$ cat src/rtl/pipe_hazard_ctrl_if.sv
// Pipeline-control bundle: hazard/redirect/dmem requests in, stage enables, flushes and counters out.
// Purely combinational wiring; the master is the datapath side, the slave is the hazard controller.
interface pipe_hazard_ctrl_if #(
  parameter int CNT_W = 32
);
  logic              load_use_req;
  logic              redirect_valid;
  logic [31:0]       redirect_pc;
  logic              dmem_req;
  logic              dmem_ready;

  logic              pc_we;
  logic              pc_sel_redir;
  logic [31:0]       pc_redirect;
  logic              if_id_we;
  logic              if_id_flush;
  logic              id_ex_we;
  logic              id_ex_flush;
  logic              ex_mem_we;
  logic              ex_mem_flush;
  logic              mem_wb_we;
  logic              mem_wb_flush;
  logic              mem_wait;
  logic              mem_timeout;
  logic              proto_err;
  logic [CNT_W-1:0]  stall_cycles;
  logic [CNT_W-1:0]  flush_events;

  modport master (
    output load_use_req, redirect_valid, redirect_pc, dmem_req, dmem_ready,
    input  pc_we, pc_sel_redir, pc_redirect,
    input  if_id_we, if_id_flush, id_ex_we, id_ex_flush,
    input  ex_mem_we, ex_mem_flush, mem_wb_we, mem_wb_flush,
    input  mem_wait, mem_timeout, proto_err, stall_cycles, flush_events
  );

  modport slave (
    input  load_use_req, redirect_valid, redirect_pc, dmem_req, dmem_ready,
    output pc_we, pc_sel_redir, pc_redirect,
    output if_id_we, if_id_flush, id_ex_we, id_ex_flush,
    output ex_mem_we, ex_mem_flush, mem_wb_we, mem_wb_flush,
    output mem_wait, mem_timeout, proto_err, stall_cycles, flush_events
  );
endinterface

$ cat src/rtl/pipe_hazard_ctrl.sv
// Central 5-stage pipeline control: stage enables/flushes and PC select are combinational (same-edge);
// a data-memory miss freezes the whole pipe in MEM_WAIT until dmem_ready, with sticky timeout/error flags.
module pipe_hazard_ctrl #(
  parameter int CNT_W    = 32,
  parameter int MAX_WAIT = 16
) (
  input logic               clk,
  input logic               rstn,
  pipe_hazard_ctrl_if.slave bus
);

  typedef enum logic {
    RUN      = 1'b0,
    MEM_WAIT = 1'b1
  } state_t;

  typedef struct packed {
    logic we;
    logic flush;
  } stage_ctl_t;

  localparam logic [7:0]       MAX_WAIT_C = 8'(MAX_WAIT);
  localparam stage_ctl_t       ST_ADV     = '{we: 1'b1, flush: 1'b0};
  localparam stage_ctl_t       ST_HOLD    = '{we: 1'b0, flush: 1'b0};
  localparam stage_ctl_t       ST_BUBBLE  = '{we: 1'b0, flush: 1'b1};

  state_t           state, state_nxt;
  logic [7:0]       wait_cnt, wait_cnt_nxt;
  logic             freeze;
  logic             take_redir;
  logic             pc_we;
  logic             pc_sel_redir;
  stage_ctl_t       if_id, id_ex, ex_mem, mem_wb;
  logic             mem_timeout;
  logic             proto_err;
  logic [CNT_W-1:0] stall_cycles;
  logic [CNT_W-1:0] flush_events;

  always_ff @(posedge clk or negedge rstn) begin
    if (!rstn) begin
      state    <= RUN;
      wait_cnt <= 8'd0;
    end else begin
      state    <= state_nxt;
      wait_cnt <= wait_cnt_nxt;
    end
  end

  // While rstn is low every control falls back to "all stages bubble, PC held".
  always_comb begin
    state_nxt    = state;
    wait_cnt_nxt = wait_cnt;
    freeze       = 1'b0;
    take_redir   = 1'b0;
    pc_we        = 1'b0;
    pc_sel_redir = 1'b0;
    if_id        = ST_BUBBLE;
    id_ex        = ST_BUBBLE;
    ex_mem       = ST_BUBBLE;
    mem_wb       = ST_BUBBLE;

    if (rstn) begin
      unique case (state)
        RUN: begin
          if (bus.dmem_req && !bus.dmem_ready) begin
            freeze       = 1'b1;
            state_nxt    = MEM_WAIT;
            wait_cnt_nxt = 8'd1;
          end else if (bus.redirect_valid && !bus.dmem_req) begin
            // A redirect alongside a memory access is illegal and is dropped.
            take_redir = 1'b1;
          end
        end
        MEM_WAIT: begin
          if (!bus.dmem_ready) begin
            freeze       = 1'b1;
            wait_cnt_nxt = (wait_cnt == 8'hFF) ? wait_cnt : wait_cnt + 8'd1;
          end else begin
            state_nxt = RUN;
          end
        end
        default: state_nxt = RUN;
      endcase

      if (freeze) begin
        if_id  = ST_HOLD;
        id_ex  = ST_HOLD;
        ex_mem = ST_HOLD;
        mem_wb = ST_BUBBLE;
      end else if (take_redir) begin
        pc_we        = 1'b1;
        pc_sel_redir = 1'b1;
        if_id        = ST_BUBBLE;
        id_ex        = ST_BUBBLE;
        ex_mem       = ST_BUBBLE;
        mem_wb       = ST_ADV;
      end else if (bus.load_use_req) begin
        if_id  = ST_HOLD;
        id_ex  = '{we: 1'b1, flush: 1'b1};
        ex_mem = ST_ADV;
        mem_wb = ST_ADV;
      end else begin
        pc_we  = 1'b1;
        if_id  = ST_ADV;
        id_ex  = ST_ADV;
        ex_mem = ST_ADV;
        mem_wb = ST_ADV;
      end
    end
  end

  always_ff @(posedge clk or negedge rstn) begin
    if (!rstn) begin
      mem_timeout  <= 1'b0;
      proto_err    <= 1'b0;
      stall_cycles <= '0;
      flush_events <= '0;
    end else begin
      if (freeze && (wait_cnt_nxt >= MAX_WAIT_C)) begin
        mem_timeout <= 1'b1;
      end
      if (bus.redirect_valid && bus.dmem_req) begin
        proto_err <= 1'b1;
      end
      if (!pc_we && !(&stall_cycles)) begin
        stall_cycles <= stall_cycles + 1'b1;
      end
      if (take_redir && !(&flush_events)) begin
        flush_events <= flush_events + 1'b1;
      end
    end
  end

  assign bus.pc_we        = pc_we;
  assign bus.pc_sel_redir = pc_sel_redir;
  assign bus.pc_redirect  = pc_sel_redir ? bus.redirect_pc : 32'd0;
  assign bus.if_id_we     = if_id.we;
  assign bus.if_id_flush  = if_id.flush;
  assign bus.id_ex_we     = id_ex.we;
  assign bus.id_ex_flush  = id_ex.flush;
  assign bus.ex_mem_we    = ex_mem.we;
  assign bus.ex_mem_flush = ex_mem.flush;
  assign bus.mem_wb_we    = mem_wb.we;
  assign bus.mem_wb_flush = mem_wb.flush;
  assign bus.mem_wait     = (state == MEM_WAIT);
  assign bus.mem_timeout  = mem_timeout;
  assign bus.proto_err    = proto_err;
  assign bus.stall_cycles = stall_cycles;
  assign bus.flush_events = flush_events;

endmodule
$ cat src/flat_wrapper.sv
// flat-port wrapper written by rule: the top's interface ports become plain ports
module pipe_hazard_ctrl_flat 
#(
  parameter int CNT_W    = 32,
  parameter int MAX_WAIT = 16
)
  (clk, rstn, bus_load_use_req, bus_redirect_valid, bus_redirect_pc, bus_dmem_req, bus_dmem_ready, bus_pc_we, bus_pc_sel_redir, bus_pc_redirect, bus_if_id_we, bus_if_id_flush, bus_id_ex_we, bus_id_ex_flush, bus_ex_mem_we, bus_ex_mem_flush, bus_mem_wb_we, bus_mem_wb_flush, bus_mem_wait, bus_mem_timeout, bus_proto_err, bus_stall_cycles, bus_flush_events);
  pipe_hazard_ctrl_if #(.CNT_W(CNT_W)) bus_i ();
  input logic clk;
  input logic rstn;
  input wire logic [$bits(bus_i.load_use_req)-1:0] bus_load_use_req;
  input wire logic [$bits(bus_i.redirect_valid)-1:0] bus_redirect_valid;
  input wire logic [$bits(bus_i.redirect_pc)-1:0] bus_redirect_pc;
  input wire logic [$bits(bus_i.dmem_req)-1:0] bus_dmem_req;
  input wire logic [$bits(bus_i.dmem_ready)-1:0] bus_dmem_ready;
  output wire logic [$bits(bus_i.pc_we)-1:0] bus_pc_we;
  output wire logic [$bits(bus_i.pc_sel_redir)-1:0] bus_pc_sel_redir;
  output wire logic [$bits(bus_i.pc_redirect)-1:0] bus_pc_redirect;
  output wire logic [$bits(bus_i.if_id_we)-1:0] bus_if_id_we;
  output wire logic [$bits(bus_i.if_id_flush)-1:0] bus_if_id_flush;
  output wire logic [$bits(bus_i.id_ex_we)-1:0] bus_id_ex_we;
  output wire logic [$bits(bus_i.id_ex_flush)-1:0] bus_id_ex_flush;
  output wire logic [$bits(bus_i.ex_mem_we)-1:0] bus_ex_mem_we;
  output wire logic [$bits(bus_i.ex_mem_flush)-1:0] bus_ex_mem_flush;
  output wire logic [$bits(bus_i.mem_wb_we)-1:0] bus_mem_wb_we;
  output wire logic [$bits(bus_i.mem_wb_flush)-1:0] bus_mem_wb_flush;
  output wire logic [$bits(bus_i.mem_wait)-1:0] bus_mem_wait;
  output wire logic [$bits(bus_i.mem_timeout)-1:0] bus_mem_timeout;
  output wire logic [$bits(bus_i.proto_err)-1:0] bus_proto_err;
  output wire logic [$bits(bus_i.stall_cycles)-1:0] bus_stall_cycles;
  output wire logic [$bits(bus_i.flush_events)-1:0] bus_flush_events;
  assign bus_i.load_use_req = bus_load_use_req;
  assign bus_i.redirect_valid = bus_redirect_valid;
  assign bus_i.redirect_pc = bus_redirect_pc;
  assign bus_i.dmem_req = bus_dmem_req;
  assign bus_i.dmem_ready = bus_dmem_ready;
  assign bus_pc_we = bus_i.pc_we;
  assign bus_pc_sel_redir = bus_i.pc_sel_redir;
  assign bus_pc_redirect = bus_i.pc_redirect;
  assign bus_if_id_we = bus_i.if_id_we;
  assign bus_if_id_flush = bus_i.if_id_flush;
  assign bus_id_ex_we = bus_i.id_ex_we;
  assign bus_id_ex_flush = bus_i.id_ex_flush;
  assign bus_ex_mem_we = bus_i.ex_mem_we;
  assign bus_ex_mem_flush = bus_i.ex_mem_flush;
  assign bus_mem_wb_we = bus_i.mem_wb_we;
  assign bus_mem_wb_flush = bus_i.mem_wb_flush;
  assign bus_mem_wait = bus_i.mem_wait;
  assign bus_mem_timeout = bus_i.mem_timeout;
  assign bus_proto_err = bus_i.proto_err;
  assign bus_stall_cycles = bus_i.stall_cycles;
  assign bus_flush_events = bus_i.flush_events;
  pipe_hazard_ctrl #(.CNT_W(CNT_W), .MAX_WAIT(MAX_WAIT)) u_core (.clk(clk), .rstn(rstn), .bus(bus_i));
endmodule
$ cat config.mk
export PLATFORM = sky130hd
export DESIGN_NAME = pipe_hazard_ctrl_flat
export DESIGN_NICKNAME = d
export VERILOG_FILES = /design/src/rtl/pipe_hazard_ctrl_if.sv /design/src/rtl/pipe_hazard_ctrl.sv /design/src/flat_wrapper.sv
export SDC_FILE = /design/constraint.sdc
export NUM_CORES = 1
export LEC_CHECK = 0
export ABC_CLOCK_PERIOD_IN_PS = 2450
export BUFFER_PORTS_ARGS = -buffer_cell sky130_fd_sc_hd__buf_2
export CAP_MARGIN = 20
export CORE_UTILIZATION = 50
export CTS_BUF_LIST = sky130_fd_sc_hd__clkbuf_8
export CTS_CLUSTER_SIZE = 12
export DETAILED_ROUTE_END_ITERATION = 7
export PLACE_DENSITY = 0.87
export SLEW_MARGIN = 20
export SYNTH_ARGS = -nofsm -noshare
export SYNTH_HDL_FRONTEND = slang
export SYNTH_SLANG_ARGS = --single-unit
$ cat constraint.sdc
create_clock -name clk -period 2.45 [get_ports clk]
set_input_delay 0.49 -clock clk [delete_from_list [all_inputs] [get_ports clk]]
set_output_delay 0.49 -clock clk [all_outputs]
set_load 0.005 [all_outputs]
==> summary.txt <==
Outcome
  – Status: completed

Clock tree
  – Post CTS Setup Buffer Count: 0
  – Clock buffer depth: 2
  – Clk Latency, worst-skew pair: 0.35 ns
  – TritonCTS Buffers: 9
  – Clk slew on worst S/H paths: 0.08 ns
  – Root Driver: clkbuf_8
  – Clock sinks: 75
  – CTS H-Tree Depth: 3
  – CTS tree: done

Logic synthesis
  – Ys Warns: 0
  – Synth Instances: 405
  – Seq cells post-synth: 75
  – Synth Area in Compound Gates: 0.0549
  – Most used DFF post-synth: dfrtp_1
  – Number of flops mapped to enable cells by yosys: 0
  – Fraction of registers with async set/reset: 1.00
  – Synth top area share: 0.458
  – Yosys cell types: 57
  – Top cells by area, synth: dfrtp_1 46%, xor2_1 6.6%, and2_1 5.3%
  – Synth Area in Simple Gates: 0.311
  – Adder-cell area share of the yosys netlist: 0.00915
  – Syn nets: ~450
  – Post-Syn Area per Cell: approximately 10 um^2
  – Cell area after synthesis: 4100 um^2
  – Sequential cell area fraction in the yosys report: 0.458
  – Post-synthesis mux area share: 0.0140
  – Main combinational cell family by area after synthesis: simple AND/OR/NAND/NOR gates
  – Post-Synth XOR/XNOR Area: 0.120
  – Synth area leader: dfrtp_1

STA
  – Tcrit/Tclk final: 0.919
  – F_max: between 0.4 and 0.5 GHz
  – Worst Skew: roughly 0.012 ns
  – Final hold violations: 0
  – Final setup viols: 0
  – Worst Setup Slack, final: 0.198 ns
  – RSZ-0062 raised after global routing: false
  – Slew margin rel.: 0.409
  – Setup_tns: 0 ns
  – Period minus WS final: ~2.3 ns
  – Slew Viols, Final: 0
  – Worst Tran Pin Value: 0.887 ns

Route
  – Final ANT Viol Nets: 0
  – Post-DR vias/cell: around 5.5
  – Routed via count: around 3.6k
  – Post-route DRC: 0
  – Drt total wl: 10.5 mm
  – Number of DRC markers in iteration 0: about 140
  – Drt pass-1 iters: 6
  – WL/cell: 15.9 um

Pwr
  – Net switching power: 0.899 mW
  – Power Dens Cells: 636 nW/um^2
  – Flop pwr share: 0.470
  – Logic gate share of total power: 0.159
  – Pint: 2.40 mW
  – Switching Share: 0.272
  – IR Drop Worst-Case VDD: 0.373 mV
  – Fraction of power consumed by the clock network: 0.370
  – Leak: roughly 2.7 nW

Floorplan
  – Core area: around 8000 um^2
  – Die height: 92.6 um
  – Cell Rows: 32
  – Die W: 92.6 um
  – Initial Util: 0.523
  – Die ar.: 8570 um^2
  – Io pins: 147

Cells and area
  – # fillers: around 630
  – Storage cell area: 1880 um^2
  – Share of post-route cells with drive strength above 1: 0.343
  – Area grow syn2layout: 26.5%
  – Finished Core Util: 0.661
  – Post-layout nets: 595
  – Area of the multi-input gates: 2090 um^2
  – N_diodes: 0

Place
  – Count of input and output buffers: 146
  – Placer congestion estimate: about 0.83
  – HPWL after DPL: between 7 and 8 mm
  – Placement Setup Slack: 0.139 ns

Setup path
  – Reg2Reg Depth: 6
  – Worst EP arrival: 1.76 ns
  – Endpoint class of the critical path: output pin
  – Worst Setup Start Kind: register
  – Crit Path Class: reg2out
  – Worst Path Required: between 1.5 and 2 ns
  – Critical Path Fanout Max: 37

Global routing
  – Global-route usage over all layers: 0.249
  – First-pass GRT wire length: approximately 17 mm
  – Largest net degree at the start of global routing: 71
  – Initial antenna violation count: 0
  – Vias in the first global route: 3521
  – Gr ovfl total: 0

Flow run
  – Max-Cap Viols: 0

Min path
  – Hold Path Depth: 2
  – Hold Path Class: in2reg
## synth_stat cells, drive strengths merged, types with 3 or more instances
master	n
dfrtp	75
and2	35
xor2	31
nand2	30
nor2	28
nand4	27
xnor2	25
nor3	24
nand3	23
inv	14
and3	13
buf	10
and4	8
nor4	7
a21oi	4
a31oi	4
o21ai	4
clkbuf	3
ha	3
mux2	3
nor4b	3
o211ai	3
## registers in the layout, indices dropped and copies added, names as in the netlist
register,cells
u_core.bus.proto_err,1
u_core.bus.mem_timeout,1
u_core.wait_cnt,8
u_core.bus.mem_wait,1
u_core.bus.stall_cycles,32
u_core.bus.flush_events,32
## layer usage
| layer | wire [um] | GRT usage | vias up | share of wire |
|---|---|---|---|---|
| li1 | - | - | 1741 | - |
| met1 | 4550 | 0.318 | 1795 | 0.43 |
| met2 | 5410 | 0.415 | 90 | 0.51 |
| met3 | 496 | 0.0739 | 8 | 0.047 |
| met4 | 65 | 0.0625 | 0 | 0.0062 |
| met5 | 0 | 0 | - | 0 |
## stage by stage
stage	std cells	instance area [um^2]	total power, mW	hold slack [ns]
after floorplan	405	4100	1.84	0.194
after global placement	644	4910	2.06	0.342
after detailed placement	644	4910	2.10	0.346
after CTS	661	5180	3.32	0.386
after global routing	661	5190	3.46	0.397
final	661	5190	3.30	0.411
## power groups by stage
stage	Combinational, mW	Clock, mW	Sequential, mW
after floorplan	0.290	0	1.55
after detailed placement	0.524	0	1.57
final	0.526	1.22	1.55
after global placement	0.501	0	1.56
after global routing	0.583	1.30	1.58
after CTS	0.531	1.23	1.55
## final cells by class
cell class	count	area share
clock buffer	12	0.0318
clock inverter	4	0.0183
inverter	14	0.0111
multi-input combinational	303	0.404
sequential	75	0.362
tap	102	0.0246
timing repair buffer	151	0.149
## cells in the final DEF (no fill, tap or decap), types with 2 or more instances in the layout
master       n
xor2_1      31
buf_4        5
inv_1       13
bufinv_16    3
and4_1       8
a41oi_1      2
a31oi_1      3
nand2b_1     2
nand4_2      2
o21ai_0      4
ha_1         3
and2_1      35
a21oi_1      4
clkbuf_8    12
nand3_1     22
nor3b_1      2
dfrtp_1     75
nand2_1     30
mux2i_1      2
xnor2_1     25
and3_1      12
nor4_2       4
nor3_2       2
o211ai_1     3
nor4_1       2
nor4b_2      3
nand4_1     24
a211oi_1     2
nor3_1      21
buf_2      145
mux2_2       2
nor2_1      28
## kinds of logic after synthesis
logic type | Yosys count
multiplexers | 5
AND/OR/NAND/NOR | 210
buffers and inverters | 27
AO/OA/AOI/OAI | 29
flip-flops | 75
adder cells (fa/ha/maj) | 3
XOR/XNOR | 56
## path summary, 6_finish.rpt
check / startpoint / to / slack (ns)
hold / removal: bus_redirect_valid / u_core.bus.proto_err / 0.41
min in group asynchronous: rstn / u_core.bus.flush_events[5] / 0.47
setup / recovery: u_core.bus.mem_wait / bus_pc_redirect[27] / 0.20
hold reg to reg: u_core.bus.proto_err / u_core.bus.proto_err / 0.46
max in group asynchronous: rstn / u_core.bus.flush_events[31] / 1.40
setup reg to reg: u_core.bus.mem_wait / u_core.bus.flush_events[27] / 0.34
## critical path, cell delays in order, from the launching register on
cell and delay [ns]:
dfrtp_1 0.48, nand4bb_2 0.39, inv_6 0.25, and2_1 0.17
buf_2 0.11
## repair_timing
action | CTS | global route
hold buffers | 1 | 0
setup endpoints to repair | 0 | 32
resized for setup | 0 | 5
hold endpoints to repair | 5 | 0
Power figures use the tool's default switching activity.
